## src/rtl/univ_shift_reg.sv

```systemverilog
// Universal shift register: parallel load, logical/arithmetic shifts,
// rotates, serial in/out, clear, and a saturating shift counter with a
// combinational done flag for word serialisation.
module univ_shift_reg #(
    parameter int              WIDTH   = 4,
    parameter logic [WIDTH-1:0] RST_VAL = '0
) (
    input  logic                       clk,
    input  logic                       rst,
    input  logic                       en,
    input  logic [2:0]                 mode,
    input  logic [WIDTH-1:0]           d,
    input  logic                       sin_l,
    input  logic                       sin_r,
    output logic [WIDTH-1:0]           q_out,
    output logic                       sout_l,
    output logic                       sout_r,
    output logic [$clog2(WIDTH+1)-1:0] shift_cnt,
    output logic                       done
);

    // Counter must hold the value WIDTH itself, hence WIDTH+1 states.
    localparam int CNT_W = $clog2(WIDTH + 1);
    localparam logic [CNT_W-1:0] CNT_MAX = CNT_W'(WIDTH);

    typedef enum logic [2:0] {
        MODE_HOLD  = 3'b000,
        MODE_LOAD  = 3'b001,
        MODE_SHL   = 3'b010,
        MODE_SHR   = 3'b011,
        MODE_ROL   = 3'b100,
        MODE_ROR   = 3'b101,
        MODE_ASR   = 3'b110,
        MODE_CLEAR = 3'b111
    } mode_e;

    logic [WIDTH-1:0] q_q, q_d;
    logic [CNT_W-1:0] cnt_q, cnt_d;

    // Counter increment that sticks at WIDTH instead of wrapping.
    function automatic logic [CNT_W-1:0] sat_inc(input logic [CNT_W-1:0] c);
        if (c == CNT_MAX) begin
            return c;
        end
        return c + 1'b1;
    endfunction

    // Left shift with a caller-supplied fill bit at the LSB.
    function automatic logic [WIDTH-1:0] shl_fill(input logic [WIDTH-1:0] v,
                                                  input logic             fill);
        return {v[WIDTH-2:0], fill};
    endfunction

    // Right shift with a caller-supplied fill bit at the MSB.
    function automatic logic [WIDTH-1:0] shr_fill(input logic [WIDTH-1:0] v,
                                                  input logic             fill);
        return {fill, v[WIDTH-1:1]};
    endfunction

    // Next-state decode: rst beats en, en beats mode; every mode is defined.
    always_comb begin
        q_d   = q_q;
        cnt_d = cnt_q;
        if (rst) begin
            q_d   = RST_VAL;
            cnt_d = '0;
        end else if (en) begin
            unique case (mode_e'(mode))
                MODE_HOLD: begin
                    q_d   = q_q;
                    cnt_d = cnt_q;
                end
                MODE_LOAD: begin
                    q_d   = d;
                    cnt_d = '0;
                end
                MODE_SHL: begin
                    q_d   = shl_fill(q_q, sin_r);
                    cnt_d = sat_inc(cnt_q);
                end
                MODE_SHR: begin
                    q_d   = shr_fill(q_q, sin_l);
                    cnt_d = sat_inc(cnt_q);
                end
                MODE_ROL: begin
                    q_d   = shl_fill(q_q, q_q[WIDTH-1]);
                    cnt_d = sat_inc(cnt_q);
                end
                MODE_ROR: begin
                    q_d   = shr_fill(q_q, q_q[0]);
                    cnt_d = sat_inc(cnt_q);
                end
                MODE_ASR: begin
                    q_d   = shr_fill(q_q, q_q[WIDTH-1]);
                    cnt_d = sat_inc(cnt_q);
                end
                MODE_CLEAR: begin
                    q_d   = '0;
                    cnt_d = '0;
                end
            endcase
        end
    end

    // State register; reset is folded into the next-state logic above.
    always_ff @(posedge clk) begin
        q_q   <= q_d;
        cnt_q <= cnt_d;
    end

    // Serial outputs expose the bit about to be shifted out before the edge.
    assign q_out     = q_q;
    assign sout_l    = q_q[WIDTH-1];
    assign sout_r    = q_q[0];
    assign shift_cnt = cnt_q;
    assign done      = (cnt_q == CNT_MAX);

endmodule

```

## config.mk

```make
export PLATFORM = sky130hd
export DESIGN_NAME = univ_shift_reg
export DESIGN_NICKNAME = d
export VERILOG_FILES = /design/src/rtl/univ_shift_reg.sv
export SDC_FILE = /design/constraint.sdc
export NUM_CORES = 1
export LEC_CHECK = 0
export ABC_AREA = 1
export CORE_AREA = 2 2 39 41
export CTS_BUF_LIST = sky130_fd_sc_hd__clkbuf_4 sky130_fd_sc_hd__clkbuf_8
export DETAILED_ROUTE_END_ITERATION = 8
export DIE_AREA = 0 0 41 43
export DONT_BUFFER_PORTS = 1
export PLACE_DENSITY = 0.63
export SYNTH_ARGS = -nofsm -noshare
export SYNTH_HDL_FRONTEND = slang
export SYNTH_SLANG_ARGS = --single-unit
```

## constraint.sdc

```tcl
create_clock -name clk -period 1.8 [get_ports clk]
set_input_delay 0.27 -clock clk [delete_from_list [all_inputs] [get_ports clk]]
set_output_delay 0.27 -clock clk [all_outputs]
set_load 0.01 [all_outputs]
```

==> results_dict.tcl <==
set metrics [dict create \
    status "finished clean" \
    worst-r2r-cell-count 8 \
    post_synth_inst_count 91 \
    die_width_um 41 \
    diodes 0 \
    dieArea_mm2 0.00176 \
    critical_path_peak_fanout 3 \
    grt_first_pass_wirelength_um 2130 \
    syn-cell-area_um2 564 \
    syn_avg_cell_area_um2 6.20 \
    cts.sink_count 7 \
    dp.cells 105 \
    global_route.usage.total 0.178 \
    timing.critical_path.from_type "flip-flop" \
    worst_slew_pin_slew_ns 0.334 \
    number_of_i_o_pins 22 \
    path_class "flip-flop to output port" \
    p_per_area_mw_per_mm2 710 \
    grt_antenna_before_repair 0 \
    fin_nets 108 \
    critPathArrivalTime_ns 1.14 \
    p_leak_uw 0.000306 \
    cts_tree "built" \
    routedWlPerCell_um 11.2 \
    fin_hold_ws_ns 0.0717 \
    gp_congestion 0.738 \
    first_global_vias 514 \
    clock_tree.htree_level_count 1 \
    setup_total_negative_slack_ns 0 \
    dieHeight_um 43 \
    buffers_inserted_during_post_cts_setup_optimization 0 \
    ir_drop_uv 302 \
    clk_root_buffer_cell "sky130_fd_sc_hd__clkbuf_4" \
    slew_headroom 0.777 \
    min_path_cells 1 \
    timing.critical_path.to_type "output port" \
    yosys_warnings 0 \
    synth_seq_area_share 0.248 \
    cts_hold_buf 0 \
    hold_violations 0 \
    core_mm2 0.00138 \
    critical_path_required_ns 1.53 \
    share_of_cells_above_drive_strength_1 0.172 \
    synth_to_layout_area_growth_pct 6.21 \
    post_synthesis_net_count 105 \
    tritoncts_buffers 3 \
    placement.cell_area_um2 569 \
    dr.first_iter.drc_count 14 \
    setup_violations 0 \
    grt_start_max_net_pins 11 \
    fin_worst_skew_ns 0.00196 \
    final-instance-count-excl-fill 109 \
    post_cts_resize_count 0 \
    initial_utilization 0.408 \
    drtAntennaViolNets 0 \
    finalPower_uw 425 \
    maximum_capacitance_violations 0 \
    stdcell_area_um2 599 \
    worstHoldPathType "input pin to flip-flop" \
    placement_rows 14 \
    synth-seq-cells 7 \
    avgViaCountPerCell 4.97 \
    fmax_mhz 707 \
    detailed_place_hpwl_um 939 \
    clock_pin_slew_of_the_registers_on_the_worst_case_setup_and_hold_paths_ns 0.06 \
    firstDrtPassIters 4 \
    synth.lib_cells_used.distinct 18 \
    vias 542 \
    max_buffers_root_to_sink 2 \
    timing_max_transition_violations_final 0 \
    routed_wl_um 1220 \
    port_buffers 0 \
    route.detailed.drc 0 \
    rsz_0062_raised_after_global_routing "no" \
    min_period_ns 1.41 \
    worst_skew_pair.late_latency_ns 0.25 \
    globalRoute.totalOverflow 0 \
    layout_worst_path_cycle_share 0.785 \
]
[per-stage QoR]
step / setup WS (ns) / utilization
6_report: 0.386 / 0.433
5_1_grt: 0.273 / 0.433
4_1_cts: 0.374 / 0.433
3_5_place_dp: 0.534 / 0.411
3_3_place_gp: 0.587 / 0.411
2_1_floorplan: 0.628 / -
[worst paths after layout]
| path | from | endpoint | slack, ns |
|---|---|---|---|
| min | rst | q_out[3] | 0.07 |
| max reg2reg | shift_cnt[0] | shift_cnt[2] | 0.54 |
| max | shift_cnt[0] | done | 0.39 |
| min reg2reg | q_out[2] | q_out[2] | 0.54 |
[placed cells by master (no fill, tap or decap)]
| cell type | n |
|---|---|
| sky130_fd_sc_hd__a21oi_1 | 5 |
| sky130_fd_sc_hd__nand2_2 | 4 |
| sky130_fd_sc_hd__inv_1 | 9 |
| sky130_fd_sc_hd__dfxtp_1 | 7 |
| sky130_fd_sc_hd__nor3b_1 | 1 |
| sky130_fd_sc_hd__nand3_1 | 8 |
| sky130_fd_sc_hd__nand2_4 | 2 |
| sky130_fd_sc_hd__nor2_1 | 11 |
| sky130_fd_sc_hd__clkbuf_4 | 4 |
| sky130_fd_sc_hd__nor2_2 | 2 |
| sky130_fd_sc_hd__a21oi_4 | 1 |
| sky130_fd_sc_hd__nand2_1 | 29 |
| sky130_fd_sc_hd__o21ai_1 | 1 |
| sky130_fd_sc_hd__ha_1 | 2 |
| sky130_fd_sc_hd__nand4_1 | 2 |
| sky130_fd_sc_hd__a21oi_2 | 1 |
| sky130_fd_sc_hd__xor2_1 | 2 |
| sky130_fd_sc_hd__inv_2 | 2 |
[synthesized netlist by cell type]
library cell              instances  area (um^2)
sky130_fd_sc_hd__nand2_1         29          109
sky130_fd_sc_hd__a21oi_2          1         8.76
sky130_fd_sc_hd__inv_1            9         33.8
sky130_fd_sc_hd__inv_2            2         7.51
sky130_fd_sc_hd__nor3b_1          1         7.51
sky130_fd_sc_hd__o21ai_1          1         5.00
sky130_fd_sc_hd__nand2_4          2         22.5
sky130_fd_sc_hd__nor2_1          11         41.3
sky130_fd_sc_hd__nand2_2          4         25.0
sky130_fd_sc_hd__nor2_2           2         12.5
sky130_fd_sc_hd__dfxtp_1          7          140
sky130_fd_sc_hd__buf_4            2         15.0
sky130_fd_sc_hd__nand4_1          2         12.5
sky130_fd_sc_hd__ha_1             2         25.0
sky130_fd_sc_hd__xor2_1           2         17.5
sky130_fd_sc_hd__nand3_1          8         40.0
sky130_fd_sc_hd__a21oi_1          5         25.0
sky130_fd_sc_hd__a21oi_4          1         16.3
[logic make-up after synthesis]
| logic type | Yosys count | synth area share |
|---|---|---|
| XOR/XNOR | 2 | 0.0310 |
| flip-flops | 7 | 0.248 |
| AO/OA/AOI/OAI | 8 | 0.0976 |
| adder cells (fa/ha/maj) | 2 | 0.0443 |
| AND/OR/NAND/NOR | 59 | 0.479 |
| buffers and inverters | 13 | 0.0998 |
[critical path, stage by stage (launching register included)]
cell,delay (ns)
sky130_fd_sc_hd__dfxtp_1,0.40
sky130_fd_sc_hd__inv_1,0.09
sky130_fd_sc_hd__ha_1,0.20
sky130_fd_sc_hd__nand2_1,0.11
sky130_fd_sc_hd__inv_1,0.09
[final cells by class]
cell class	instances	area (um^2)
fill	150	785
tap	16	20.0
sequential	7	140
inverter	11	41.3
multi-input combinational	71	368
clock buffer	4	30.0
[sequential cells by signal (all words and copies together) (netlist names)]
register,count
q_out,4
shift_cnt,3
[power by group]
group	switching, uW	internal [uW]
Sequential	16.9	165
Combinational	48.3	30.4
Clock	64.9	100
[routing by layer]
metal  global-route usage  wire length [um]  share of wire
met1                0.238               591           0.49
met2                0.244               510           0.42
met3               0.0419                80          0.066
met4                0.120                34          0.028
met5                    0                 0              0
(Power assumes the default switching activity.)
